--- config.mk ---
export PLATFORM = sky130hd
export DESIGN_NAME = ch_msg_decoder
export DESIGN_NICKNAME = d
export VERILOG_FILES = /design/src/rtl/ch_msg_decoder_pkg.sv /design/src/rtl/ch_msg_decoder_unit_table.sv /design/src/rtl/ch_msg_decoder.sv
export SDC_FILE = /design/constraint.sdc
export NUM_CORES = 1
export LEC_CHECK = 0
export CAP_MARGIN = 40
export CORE_MARGIN = 2
export CORE_UTILIZATION = 45
export CTS_BUF_LIST = sky130_fd_sc_hd__clkbuf_8 sky130_fd_sc_hd__clkbuf_16
export CTS_CLUSTER_DIAMETER = 50
export DETAILED_ROUTE_END_ITERATION = 10
export PLACE_DENSITY = 0.75
export SLEW_MARGIN = 20
export SYNTH_ARGS = -nofsm -noshare
export SYNTH_HDL_FRONTEND = slang
export SYNTH_SLANG_ARGS = --single-unit
--- constraint.sdc ---
create_clock -name clk -period 3.3 [get_ports clk]
set_clock_uncertainty 0.1 [all_clocks]
set_input_delay 0.495 -clock clk [delete_from_list [all_inputs] [get_ports clk]]
set_output_delay 0.495 -clock clk [all_outputs]
set_load 0.01 [all_outputs]
--- src/rtl/ch_msg_decoder_pkg.sv ---
// Shared constants and types for the IFM/PBM message decoder: ASCII bytes,
// unit codes, parser states and the digit-to-node map.
package ch_msg_decoder_pkg;

    localparam logic [7:0] ChI    = 8'h49;
    localparam logic [7:0] ChF    = 8'h46;
    localparam logic [7:0] ChM    = 8'h4D;
    localparam logic [7:0] ChP    = 8'h50;
    localparam logic [7:0] ChB    = 8'h42;
    localparam logic [7:0] ChS    = 8'h53;
    localparam logic [7:0] ChU    = 8'h55;
    localparam logic [7:0] ChE    = 8'h45;
    localparam logic [7:0] ChC    = 8'h43;
    localparam logic [7:0] ChR    = 8'h52;
    localparam logic [7:0] ChDash = 8'h2D;
    localparam logic [7:0] ChHash = 8'h23;

    typedef enum logic [1:0] {
        UnitEmpty = 2'd0,
        UnitE     = 2'd1,
        UnitC     = 2'd2,
        UnitR     = 2'd3
    } unit_code_e;

    typedef enum logic [4:0] {
        StIdle,
        StIfmHdr0, StIfmHdr1, StIfmHdr2, StIfmHdr3,
        StIfmUnit,
        StIfmTail0, StIfmTail1, StIfmTail2,
        StPbmHdr0, StPbmHdr1, StPbmHdr2, StPbmHdr3,
        StPbmBody0, StPbmBody1, StPbmBody2, StPbmBody3, StPbmBody4,
        StPbmTail0, StPbmTail1
    } state_e;

    function automatic logic [7:0] to_upper(input logic [7:0] b);
        if (b >= 8'h61 && b <= 8'h7A) return b - 8'h20;
        return b;
    endfunction

    function automatic unit_code_e letter_to_unit(input logic [7:0] b);
        case (b)
            ChE:     return UnitE;
            ChC:     return UnitC;
            ChR:     return UnitR;
            default: return UnitEmpty;
        endcase
    endfunction

    function automatic logic [5:0] digit_to_node(input logic [7:0] d);
        case (d)
            8'h31:   return 6'd22;
            8'h32:   return 6'd10;
            8'h33:   return 6'd23;
            8'h34:   return 6'd11;
            default: return 6'd0;
        endcase
    endfunction

endpackage

--- src/rtl/ch_msg_decoder_unit_table.sv ---
// Unit-code register file: one synchronous write port, one combinational read port.
module unit_table
    import ch_msg_decoder_pkg::*;
#(
    parameter int unsigned MAX_UNITS = 4,
    parameter int unsigned CODE_W    = 2,
    parameter int unsigned IDX_W     = $clog2(MAX_UNITS)
) (
    input  logic              clk,
    input  logic              rst_n,
    input  logic              we,
    input  logic [IDX_W-1:0]  wr_idx,
    input  logic [CODE_W-1:0] wr_data,
    input  logic [IDX_W-1:0]  rd_idx,
    output logic [CODE_W-1:0] rd_data
);

    logic [CODE_W-1:0] mem_q [MAX_UNITS];

    always_ff @(posedge clk or negedge rst_n) begin
        if (!rst_n) begin
            for (int i = 0; i < int'(MAX_UNITS); i++) mem_q[i] <= '0;
        end else if (we) begin
            mem_q[wr_idx] <= wr_data;
        end
    end

    // Out-of-range indices read as empty.
    always_comb begin
        rd_data = '0;
        if (int'(rd_idx) < int'(MAX_UNITS)) rd_data = mem_q[rd_idx];
    end

endmodule

--- src/rtl/ch_msg_decoder.sv ---
// UART message decoder: collects unit codes from IFM frames during the IFM
// phase, then reports end points carried by PBM frames.
module ch_msg_decoder
    import ch_msg_decoder_pkg::*;
#(
    parameter int unsigned MAX_UNITS = 4,
    parameter int unsigned CODE_W    = 2,
    parameter int unsigned PHASE_DLY = 500000000,
    parameter int unsigned BYTE_TMO  = 5000000,
    localparam int unsigned IdxW     = $clog2(MAX_UNITS),
    localparam int unsigned CntW     = IdxW + 1
) (
    input  logic              clk,
    input  logic              rst_n,
    input  logic              rx_valid,
    input  logic [7:0]        rx_data,
    input  logic [IdxW-1:0]   rd_idx,
    output logic [CODE_W-1:0] rd_code,
    output logic [CntW-1:0]   unit_count,
    output logic              ifm_done,
    output logic              pbm_valid,
    output logic [5:0]        end_point,
    output logic              frame_err,
    output logic              overflow
);

    localparam int unsigned PhaseW = $clog2(PHASE_DLY + 1);
    localparam int unsigned TmoW   = $clog2(BYTE_TMO + 1);

    state_e            state_q, state_d;
    unit_code_e        unit_q, unit_d;
    logic [5:0]        node_q, node_d;
    logic [5:0]        end_point_q, end_point_d;
    logic [CntW-1:0]   count_q, count_d;
    logic [PhaseW-1:0] phase_cnt_q, phase_cnt_d;
    logic [TmoW-1:0]   tmo_cnt_q;
    logic              ifm_done_q, overflow_q, overflow_d, frame_err_q, frame_err_d;
    logic              tbl_we, ok, idle_like, start_ok, timeout, full;
    state_e            nxt, start_state;
    logic [7:0]        b;

    assign b           = to_upper(rx_data);
    assign full        = (count_q == CntW'(MAX_UNITS));
    assign start_ok    = (!ifm_done_q && b == ChI) || (ifm_done_q && b == ChP);
    assign start_state = (b == ChI) ? StIfmHdr0 : StPbmHdr0;
    // Frame-complete states last one cycle and accept a new start byte like IDLE.
    assign idle_like   = (state_q == StIdle) || (state_q == StIfmTail2) ||
                         (state_q == StPbmTail1);
    assign timeout     = !idle_like && !rx_valid && (tmo_cnt_q == TmoW'(BYTE_TMO - 1));
    assign phase_cnt_d = (phase_cnt_q == PhaseW'(PHASE_DLY)) ? phase_cnt_q
                                                             : phase_cnt_q + 1'b1;

    always_comb begin
        state_d     = state_q;
        unit_d      = unit_q;
        node_d      = node_q;
        end_point_d = end_point_q;
        count_d     = count_q;
        overflow_d  = overflow_q;
        frame_err_d = 1'b0;
        tbl_we      = 1'b0;
        ok          = 1'b0;
        nxt         = StIdle;

        unique case (state_q)
            StIfmHdr0:  begin ok = (b == ChF);    nxt = StIfmHdr1;  end
            StIfmHdr1:  begin ok = (b == ChM);    nxt = StIfmHdr2;  end
            StIfmHdr2:  begin ok = (b == ChDash); nxt = StIfmHdr3;  end
            StIfmHdr3:  begin ok = (b == ChE || b == ChC || b == ChR); nxt = StIfmUnit; end
            StIfmUnit:  begin ok = (b == ChU);    nxt = StIfmTail0; end
            StIfmTail0: begin ok = (b == ChDash); nxt = StIfmTail1; end
            StIfmTail1: begin ok = (b == ChHash); nxt = StIfmTail2; end
            StPbmHdr0:  begin ok = (b == ChB);    nxt = StPbmHdr1;  end
            StPbmHdr1:  begin ok = (b == ChM);    nxt = StPbmHdr2;  end
            StPbmHdr2:  begin ok = (b == ChDash); nxt = StPbmHdr3;  end
            StPbmHdr3:  begin ok = (b == ChS);    nxt = StPbmBody0; end
            StPbmBody0: begin ok = (b == ChU);    nxt = StPbmBody1; end
            StPbmBody1: begin ok = (b == ChDash); nxt = StPbmBody2; end
            StPbmBody2: begin ok = (b == ChB);    nxt = StPbmBody3; end
            StPbmBody3: begin ok = (b >= 8'h31 && b <= 8'h34); nxt = StPbmBody4; end
            StPbmBody4: begin ok = (b == ChDash); nxt = StPbmTail0; end
            StPbmTail0: begin ok = (b == ChHash); nxt = StPbmTail1; end
            default:    begin ok = 1'b0;          nxt = StIdle;     end
        endcase

        if (idle_like) begin
            state_d = (rx_valid && start_ok) ? start_state : StIdle;
        end else if (timeout) begin
            state_d     = StIdle;
            frame_err_d = 1'b1;
        end else if (rx_valid) begin
            if (ok) begin
                state_d = nxt;
                if (state_q == StIfmHdr3)  unit_d = letter_to_unit(b);
                if (state_q == StPbmBody3) node_d = digit_to_node(b);
                if (state_q == StPbmTail0) end_point_d = node_q;
                if (state_q == StIfmTail1) begin
                    if (full) begin
                        overflow_d = 1'b1;
                    end else begin
                        tbl_we  = 1'b1;
                        count_d = count_q + 1'b1;
                    end
                end
            end else begin
                frame_err_d = 1'b1;
                state_d     = start_ok ? start_state : StIdle;
            end
        end
    end

    always_ff @(posedge clk or negedge rst_n) begin
        if (!rst_n) begin
            state_q     <= StIdle;
            unit_q      <= UnitEmpty;
            node_q      <= '0;
            end_point_q <= '0;
            count_q     <= '0;
            phase_cnt_q <= '0;
            tmo_cnt_q   <= '0;
            ifm_done_q  <= 1'b0;
            overflow_q  <= 1'b0;
            frame_err_q <= 1'b0;
        end else begin
            state_q     <= state_d;
            unit_q      <= unit_d;
            node_q      <= node_d;
            end_point_q <= end_point_d;
            count_q     <= count_d;
            phase_cnt_q <= phase_cnt_d;
            overflow_q  <= overflow_d;
            frame_err_q <= frame_err_d;
            ifm_done_q  <= ifm_done_q || (phase_cnt_d == PhaseW'(PHASE_DLY)) ||
                           (count_d == CntW'(MAX_UNITS));
            if (rx_valid) begin
                tmo_cnt_q <= '0;
            end else if (tmo_cnt_q != TmoW'(BYTE_TMO)) begin
                tmo_cnt_q <= tmo_cnt_q + 1'b1;
            end
        end
    end

    unit_table #(
        .MAX_UNITS (MAX_UNITS),
        .CODE_W    (CODE_W),
        .IDX_W     (IdxW)
    ) u_unit_table (
        .clk     (clk),
        .rst_n   (rst_n),
        .we      (tbl_we),
        .wr_idx  (count_q[IdxW-1:0]),
        .wr_data (CODE_W'(unit_q)),
        .rd_idx  (rd_idx),
        .rd_data (rd_code)
    );

    assign unit_count = count_q;
    assign ifm_done   = ifm_done_q;
    assign pbm_valid  = (state_q == StPbmTail1);
    assign end_point  = end_point_q;
    assign frame_err  = frame_err_q;
    assign overflow   = overflow_q;

endmodule

# Yosys cells after proc, flatten, opt, wreduce, memory -nomap -nowiden
# Index checks and enable logic that the tools add are counted.
dict set report totals {
  regBits 85
  in_bits 13
  elab_cells 139
}
dict set report op_classes {
  addsub 4
  magnitude_cmp 7
  n_eq_ne 41
  mux 39
  bitwise 4
  n_reduce_logical 30
}
# cell count
set ops {}
lappend ops {{$pmux W5 S17} 1}
lappend ops {{$eq A8 B7 Y1 const B} 10}
lappend ops {{$eq A29 B29 Y1 const B} 2}
lappend ops {{$eq A8 B6 Y1 const B} 6}
lappend ops {{$mux W23} 2}
lappend ops {{$eq A5 B4 Y1 const B} 8}
lappend ops {{$add A29 B1 Y29 const B} 1}
lappend ops {{$mux W29} 1}
lappend ops {{$add A23 B1 Y23 const B} 1}
lappend ops {{$eq A23 B23 Y1 const B} 1}
lappend ops {{$ne A23 B23 Y1 const B} 1}
lappend ops {{$eq A5 B3 Y1 const B} 4}
lappend ops {{$eq A5 B5 Y1 const B} 4}
lappend ops {{$mux W5} 4}
lappend ops {{$pmux W5 S4} 1}
lappend ops {{$mux W3} 6}
lappend ops {{$mux W8} 2}
lappend ops {{$reduce_and A5 Y1} 3}
lappend ops {{$mux W4} 3}
lappend ops {{$mux W1} 11}
lappend ops {{$eq A5 B2 Y1 const B} 2}
lappend ops {{$pmux W1 S9} 1}
lappend ops {{$bwmux W8} 1}
lappend ops {{$ge A8 B6 Y1 const B} 1}
lappend ops {{24 further kinds} 48}

# Logic depth before layout (Yosys ltp)
# Gate-level depths: netlist (run 1).
dict set report depth {
  depth_word 14
  depth_mapped 11
  ltp_nobuf 10
}

# Hierarchy
# From an unflattened synthesis (run 1), not the netlist that was laid out.
dict set report hier_totals {
  cells_unflattened 503
  area_unflattened_um2 4815.9
}
# module n_inst cells_per_inst area_each_um2 seq_area_each_um2
set by_module_without_submodules {}
lappend by_module_without_submodules {ch_msg_decoder 1 481 4440.5 1826.8}
lappend by_module_without_submodules {unit_table 1 22 375.4 200.2}

# Worst setup path after synthesis (run 1)
# OpenSTA, ideal clock, no wires.
dict set report synth_timing {
  path_type {input -> register}
  from {input port rx_data[0]}
  to {register unit_q[0]}
  setup_time_ns 0.125
  t_arrival_ns 2.891
  required_ns 3.075
  path_slack_ns 0.184
  stages 9
  path_buffers 1
  path_cell_list {or4_4 -> o2111a_1 -> a2111oi_4 -> o211ai_2 -> o311ai_2 -> buf_4 -> and3_1 -> nand4_2 -> mux2_4}
}
dict set report synth_via {
  elab_chain_cells 9
}
# item line_no
set synth_rtl {}
lappend synth_rtl {{start, declared} ch_msg_decoder.sv:16} ;# input logic [7:0] rx_data,
lappend synth_rtl {{$ge A8 B7 Y1 / $le A8 B7 Y1 (equally long branches)} ch_msg_decoder_pkg.sv:36} ;# if (b >= 8'h61 && b <= 8'h7A) return b - 8'h20;
lappend synth_rtl {{$logic_and A1 B1 Y1} ch_msg_decoder_pkg.sv:36}
lappend synth_rtl {{$mux W1} ch_msg_decoder_pkg.sv:36}
lappend synth_rtl {{$mux W8 (*)} ch_msg_decoder_pkg.sv:37} ;# return b;
lappend synth_rtl {{parallel branches: the longest is 5 deep, another holds $ge A8 B6 Y1} n/a}
lappend synth_rtl {{end signal, assigned} ch_msg_decoder.sv:115} ;# unit_q <= UnitEmpty;
lappend synth_rtl {{end signal, assigned} ch_msg_decoder.sv:126} ;# unit_q <= unit_d;
lappend synth_rtl {{end, declared} ch_msg_decoder.sv:31} ;# unit_code_e unit_q, unit_d;
# Mark *: on every way between the ends. The select of a mux whose other input is x is not followed.
# A chain may end at the register's enable or synchronous reset.

# Worst setup path in the final report (run 1)
dict set report layout_timing {
  from {input port rx_data[1]}
  to {register u_unit_table.mem_q[4] (netlist bit)}
}
dict set report layout_via {
  elab_chain_cells 12
}
# item line_no
set layout_rtl {}
lappend layout_rtl {{$ge A8 B7 Y1 / $le A8 B7 Y1 (equally long branches)} ch_msg_decoder_pkg.sv:36}
lappend layout_rtl {{$logic_and A1 B1 Y1} ch_msg_decoder_pkg.sv:36}
lappend layout_rtl {{$mux W1} ch_msg_decoder_pkg.sv:36}
lappend layout_rtl {{$mux W8 (*)} ch_msg_decoder_pkg.sv:37}
lappend layout_rtl {{parallel branches: the longest is 3 deep, another holds $ge A8 B6 Y1} n/a}
lappend layout_rtl {{$pmux W1 S9 (*)} ch_msg_decoder.sv:65} ;# unique case (state_q)
lappend layout_rtl {{$mux W1 (*)} ch_msg_decoder.sv:92} ;# if (ok) begin
lappend layout_rtl {{$mux W1 (*)} ch_msg_decoder.sv:91} ;# end else if (rx_valid) begin
lappend layout_rtl {{$mux W1 (*)} ch_msg_decoder.sv:88} ;# end else if (timeout) begin
lappend layout_rtl {{$mux W1 (*)} ch_msg_decoder.sv:86} ;# if (idle_like) begin
lappend layout_rtl {{end signal, assigned by index} ch_msg_decoder_unit_table.sv:24} ;# mem_q[wr_idx] <= wr_data;
lappend layout_rtl {{end, declared} ch_msg_decoder_unit_table.sv:18} ;# logic [CODE_W-1:0] mem_q [MAX_UNITS];
# Marked as above.

==> results of run 1 <==
## synthesized netlist by cell type, types with 4 or more instances
cell type   n  area share [%]
xor2_1     23             4.2
dfrtp_1    81              42
nor4_1     10             1.3
nor3b_1     8             1.3
nor2b_1     5            0.65
mux2_1      6             1.4
or3_1       5            0.65
nor3_1     20             2.1
mux2_4      7             2.2
a21o_1      5            0.78
clkbuf_1   15             1.2
o21ai_0    11             1.1
and4_1      6             1.1
nand2_1    47             3.7
mux2i_1     5             1.0
nand3_1    25             2.6
nand4_1    10             1.3
nand2b_1    5            0.65
xnor2_1    31             5.7
nor4b_1     4            0.73
nand3b_1    4            0.63
inv_1      21             1.6
ha_1        9             2.3
nor2_1     45             3.5
and3_1     13             1.7
a31oi_1     6            0.78
a21oi_1    12             1.3
## metrics by stage
step	cell area (um^2)	setup WS [ns]	cells	utilization (%)
after floorplan	4800	0.184	502	-
after global placement	5390	-0.282	676	52.2
after detailed placement	5420	-0.366	677	52.5
after CTS	5630	0.00431	694	54.5
after global routing	5640	0.00455	696	54.7
final	5640	0.0645	696	54.7
## routing by layer
layer / part of all wire, % / up-vias / wire, um / track usage, %
met2: 47 / 128 / 5240 / 32.2
met1: 45 / 1957 / 4990 / 27.2
li1: - / 1890 / - / -
met5: 0 / - / 0 / 0
met3: 6.1 / 13 / 678 / 3.69
met4: 1.1 / 0 / 126 / 6.49
## layout by cell type (no fill, tap or decap), types with 5 or more instances in the layout
cell type	synthesis	layout
ha_1	9	9
a31oi_1	6	6
nor3_1	20	20
nand2_1	47	47
clkdlybuf4s50_1	0	25
nand2b_1	5	5
inv_1	21	21
and3_1	13	13
xor2_1	23	23
or3_1	5	5
buf_4	3	39
nor2b_1	5	5
and4_1	6	6
dfrtp_1	81	81
mux2_4	7	7
clkbuf_8	0	9
mux2i_1	5	5
xnor2_1	31	31
o21ai_0	11	11
nor4_1	10	10
nor3b_1	8	8
a21oi_1	12	12
nor2_1	45	45
a21o_1	5	5
nand4_1	10	10
nand3_1	25	25
mux2_1	6	6
## critical path, delay by kind of cell
| kind | cells | cell delay (ns) |
|---|---|---|
| compound gates | 4 | 1.06 |
| simple gates | 3 | 0.84 |
| buf+inv | 2 | 0.64 |
| mux | 1 | 0.33 |
## worst max-delay path by stage
| stage | end | slack, ns | cells past startpoint | startpoint |
|---|---|---|---|---|
| after floorplan | unit_q[0]$_DFFE_PN0P_ | 0.18 | 9 | rx_data[0] |
| after global placement | u_unit_table.mem_q[6]$_DFFE_PN0P_ | -0.28 | 10 | rx_data[0] |
| after detailed placement | u_unit_table.mem_q[4]$_DFFE_PN0P_ | -0.37 | 10 | rx_data[1] |
| after CTS | u_unit_table.mem_q[4]$_DFFE_PN0P_ | 0.004 | 10 | rx_data[1] |
| after global routing | u_unit_table.mem_q[4]$_DFFE_PN0P_ | 0.005 | 12 | rx_data[1] |
| final | u_unit_table.mem_q[4]$_DFFE_PN0P_ | 0.06 | 10 | rx_data[1] |
## cell families after synthesis
group | synth area share [%]
and+or+nand+nor | 26.0
muxes | 5.82
AOI/OAI and AO/OA | 9.81
xor gates and xnor gates | 9.86
adders and majority gates | 2.35
DFF | 42.3
other | 0.0782
buffers and inverters | 3.83
## flip-flops by register name, indices dropped and copies added, names as in the netlist
signal / count
phase_cnt_q: 29
tmo_cnt_q: 23
u_unit_table.mem_q: 8
state_q: 5
end_point: 4
node_q: 4
unit_count: 3
unit_q: 2
frame_err: 1
ifm_done: 1
overflow: 1
## power groups by stage
stage	Combinational [uW]	Sequential, uW	Clock, uW
floorplan	47.1	1020	0
global placement	102	1020	0
detailed placement	112	1020	0
CTS	113	999	774
global route	125	1000	815
finish	112	999	757
## area by class of cell
cell class / count / area share (%)
Sequential cell: 81 / 35.9
Timing Repair Buffer: 66 / 10.3
Clock inverter: 7 / 1.35
Tap cell: 136 / 3.01
Multi-Input combinational cell: 376 / 45.8
Clock buffer: 9 / 2.19
Inverter: 21 / 1.40
## timing repair
| item | CTS | global route |
|---|---|---|
| setup endpoints to repair | 0 | 14 |
| resized for setup | 0 | 1 |
| endpoints found under the hold margin | 20 | 0 |
| hold buffers | 1 | 0 |
| buffers inserted | 0 | 2 |
==> impl_metrics.csv, run 1 <==
group,metric,value,unit
status,outcome,"complete, no violations",
synth,synth_area,4800,um^2
min_path,hold_end,"node_q[0]$_DFFE_PN0P_",
sta,whs,0.380,ns
sta,grt_setup_unrepaired,"no",
final_layout,area_delta_synth_final,17.7,%
setup_path,reg2reg_depth,9,
detailed_routing,firstDrtPassIters,5,
synth,ys.flop_type,"dfrtp_1",
power_and_ir_drop,p_int,1400,uW
setup_path,worst_setup_path_start_kind,"input port",
global_route,grt_max_degree,47,
global_route,grt_pass1_vias,3830,
floorplanning,dieWidth,107,um
synth,syn_inst,502,
sta,hold_viol,0,
power_and_ir_drop,swShare,25.1,%
global_route,overflow,0,
power_and_ir_drop,power,1870,uW
detailed_routing,ant_nets,0,
clocking,cts_tree,"built",
min_path,timing.hold.worst_path_depth,1,
detailed_routing,wl_per_cell,15.8,um
final_layout,finalNetCount,577,
setup_path,reg2reg_to,"u_unit_table.mem_q[4]$_DFFE_PN0P_",
synth,yosysSeqAreaShare,42.3,%
sta,finalCritPeriodShare,98.0,%
power_and_ir_drop,vdd_drop_max,0.202,mV
clocking,h-tree-depth,3,
floorplanning,fp.dieH,107,um
setup_path,r2r_slack,0.18,ns
placed_design,io_buffers,26,
power_and_ir_drop,clockPowerShare,40.5,%
sta,drv_slew,0,
floorplanning,die_area,11500,um^2
synth,syn_avg_cell_area,9.56,um^2
clocking,cts-root-buf,"clkbuf_8",
sta,fmax,309,MHz
clocking,path_clk_slew,0.08,ns
setup_path,cpPeakStageDelay,0.53,ns
sta,setup_viol,0,
detailed_routing,routed_via_density,5.73,
final_layout,drive_gt1_share,15.0,%
setup_path,worstPathCellList,"clkdlybuf4s50_1, or4_4, o2111a_2, a2111oi_4, o211ai_2, o311ai_2, buf_4, and2b_4, nand3_2, mux2_1",
synth,async_reset_ff_share,100,%
global_route,antenna_found_initial,0,
placed_design,place_congestion,0.914,
power_and_ir_drop,p_leak,0.00244,uW
min_path,worst_hold_startpoint,"node_q[0]$_DFFE_PN0P_",
sta,tightest_slew,0.637,ns
min_path,hold_class,"flop to flop",
setup_path,worst-setup-path-type,"input port to flop",
synth,synth_fp_nets,524,
power_and_ir_drop,p_switching,469,uW
power_and_ir_drop,p_per_area,331,nW/um^2
power_and_ir_drop,p_seq_share,53.5,%
setup_path,cp_max_fo,6,
final_layout,seq_area,2030,um^2
power_and_ir_drop,comb_power_share,6.0,%
clocking,cts_buffers,9,
global_route,grt_pass1_wl,18300,um
detailed_routing,wl,11000,um
clocking,insertion_delay,0.36,ns
sta,layout_min_cycle_time,3.24,ns
detailed_routing,detail_route.iter0.violations,399,
synth,synth_edf_count,0,
clocking,cts_sinks,81,
placed_design,dp_hpwl,7950,um
clocking,cts_buffer_depth,2,
synth,ys_ff_latch,81,
floorplanning,start_util,46.5,%
setup_path,crit_path_end_kind,"flop",
setup_path,critPathSlowestCell,"or4_4",
final_layout,nFillCells,911,
global_route,grt_usage,20.0,%
job,maxCapViolations,0,
sta,finalSetupTns,0,ns
floorplanning,placementRows,37,
detailed_routing,route.vias.total,3988,
synth,ys_types,70,
detailed_routing,drc,0,
final_layout,multi_input_area,2590,um^2
setup_path,worstReg2RegStart,"state_q[3]$_DFFE_PN0P_",
synth,synth_warnings,0,
setup_path,cp.arrival,3.38,ns
floorplanning,core_area,10300,um^2
floorplanning,ios,28,
final_layout,diodes,0,
sta,slew_headroom,56.4,%
setup_path,worstPathRequired,3.44,ns
Power figures use the tool's default switching activity.
==> run 2, diff against run 1 <==
CORE_UTILIZATION = 30   (was 45)
PLACE_DENSITY = 0.58   (was 0.75)
==> impl_metrics.csv, run 2 (synthesis gave the netlist of run 1 again) <==
group,metric,value,unit
clocking,cts-root-buf,"clkbuf_16",
floorplanning,ios,28,
detailed_routing,wl,10600,um
final_layout,area_delta_synth_final,21.3,%
final_layout,utilization,36.9,%
clocking,insertion_delay,0.34,ns
final_layout,largest-register,"phase_cnt_q",
sta,finalCritPeriodShare,95.4,%
setup_path,cp_max_fo,6,
detailed_routing,routed_via_density,4.93,
clocking,cts_buffer_depth,2,
sta,tightest_slew,0.722,ns
final_layout,diodes,0,
clocking,post_cts_buffers,0,
setup_path,worst-setup-path-type,"input port to flop",
clocking,cts_tree,"built",
global_route,grt_pass1_vias,3685,
power_and_ir_drop,p_leak,0.00251,uW
final_layout,nFillCells,1562,
detailed_routing,ant_nets,0,
detailed_routing,route.vias.total,3786,
sta,whs,-0.00702,ns
floorplanning,die_area,17000,um^2
global_route,grt_pass1_wl,18000,um
sta,drv_slew,0,
placed_design,io_buffers,26,
status,outcome,"finished with violations",
detailed_routing,firstDrtPassIters,4,
global_route,grt_max_degree,51,
clocking,cts_buffers,9,
setup_path,worst_setup_path_start_kind,"input port",
power_and_ir_drop,vdd_drop_max,0.251,mV
final_layout,drive_gt1_share,14.3,%
clocking,h-tree-depth,3,
floorplanning,dieWidth,130,um
detailed_routing,drc,0,
power_and_ir_drop,p_per_area,352,nW/um^2
detailed_routing,detail_route.iter0.violations,373,
global_route,antenna_found_initial,0,
floorplanning,fp.dieH,130,um
final_layout,largest_reg_flops,29,
setup_path,cp.arrival,3.27,ns
setup_path,worstPathRequired,3.42,ns
floorplanning,start_util,30.4,%
sta,layout_min_cycle_time,3.15,ns
final_layout,finalNetCount,570,
placed_design,dp_hpwl,7860,um
setup_path,crit_path_end_kind,"flop",
job,maxCapViolations,0,
sta,setup_viol,0,
global_route,overflow,0,
floorplanning,core_area,15800,um^2
sta,slew_headroom,50.6,%
global_route,grt_usage,13.2,%
floorplanning,placementRows,46,
placed_design,place_congestion,0.832,
power_and_ir_drop,power,2050,uW
final_layout,most-common-layout-cells,"dfrtp_1 (80), nand2_1 (47), nor2_1 (45), buf_4 (33), xnor2_1 (31)",
detailed_routing,wl_per_cell,13.8,um
min_path,hold_class,"input port to async pin",
final_layout,reg_top3,"phase_cnt_q x29, tmo_cnt_q x23, u_unit_table.mem_q x8",
sta,fmax,318,MHz
sta,hold_viol,8,
sta,grt_setup_unrepaired,"no",
status,violations,"hold timing",
final_layout,final_common_cell,"dfrtp_1",
clocking,cts_sinks,81,
clocking,path_clk_slew,0.06,ns
run 2: changes by cell type in the layout (fill, tap and decap cells not counted), moves of 2 or more:
cell	delta
clkbuf_8	-6
inv_6	-2
nand3_4	+3
clkbuf_16	+9
nand3_2	-3
dlymetal6s2s_1	+3
buf_4	-6
clkdlybuf4s50_1	-3
run 2: timing repair:
item                                    in CTS  in global routing
hold buffers                                 0                  0
endpoints found under the setup margin       0                 17
hold endpoints to repair                     0                  0
gates resized for setup                      0                 11
run 2: stage by stage:
step / hold slack (ns) / TNS (ns) / worst slack (ns) / cell area [um^2] / cells
2_1_floorplan: 0.0994 / 0 / 0.184 / 4800 / 502
3_3_place_gp: 0.362 / -4.74 / -0.292 / 5460 / 752
3_5_place_dp: 0.363 / -5.63 / -0.338 / 5490 / 753
4_1_cts: 0.00336 / 0 / 0.0112 / 5770 / 768
5_1_grt: 0.0252 / 0 / 0.0108 / 5820 / 768
6_report: -0.00702 / 0 / 0.151 / 5820 / 768
run 2: area by class of cell:
class	instances	area, um^2	area share, %
well taps	216	270	4.64
inverters	21	78.8	1.35
clock inverters	3	16.3	0.279
repair buffers	59	533	9.16
clock buffers	12	267	4.58
flip-flops and latches	81	2030	34.8
multi-input cells	376	2630	45.1
run 2: power by group:
group          switching (uW)  leakage [uW]  internal (uW)
logic                    64.1       0.00127           45.7
clock network             379      0.000142            562
registers                3.85       0.00110            997
total                     447       0.00251           1600
run 2: worst max-delay path: stages:
cell and delay, ns:
clkdlybuf4s50_1 0.42, or4_4 0.42, o2111a_2 0.31, a2111oi_4 0.35
o211ai_2 0.16, o311ai_2 0.26, buf_4 0.20, and2b_4 0.24
nand3_4 0.09, mux2_1 0.32
run 2: path summary, 6_finish.rpt:
check | from | endpoint | slack [ns] | depth (start not counted)
max | rx_data[3] | u_unit_table.mem_q[3]$_DFFE_PN0P_ | 0.15 | 10
max reg2reg | state_q[0]$_DFFE_PN0P_ | u_unit_table.mem_q[3]$_DFFE_PN0P_ | 0.27 | 9
max in group asynchronous | rst_n | state_q[0]$_DFFE_PN0P_ | 2.52 | 2
min in group clk | phase_cnt_q[28]$_DFF_PN0_ | phase_cnt_q[28]$_DFF_PN0_ | 0.38 | 1
min reg2reg | phase_cnt_q[28]$_DFF_PN0_ | phase_cnt_q[28]$_DFF_PN0_ | 0.38 | 1
min | rst_n | end_point[3]$_DFFE_PN0P_ | -0.007 | 1
run 2: layer usage:
metal  GRT usage (%)  up-vias  wire length, um
met5               0        -                0
met4            4.82        0              123
met3            3.34       13              411
met2            20.3       65             4790
met1            18.1     1830             5290
li1                -     1878                -
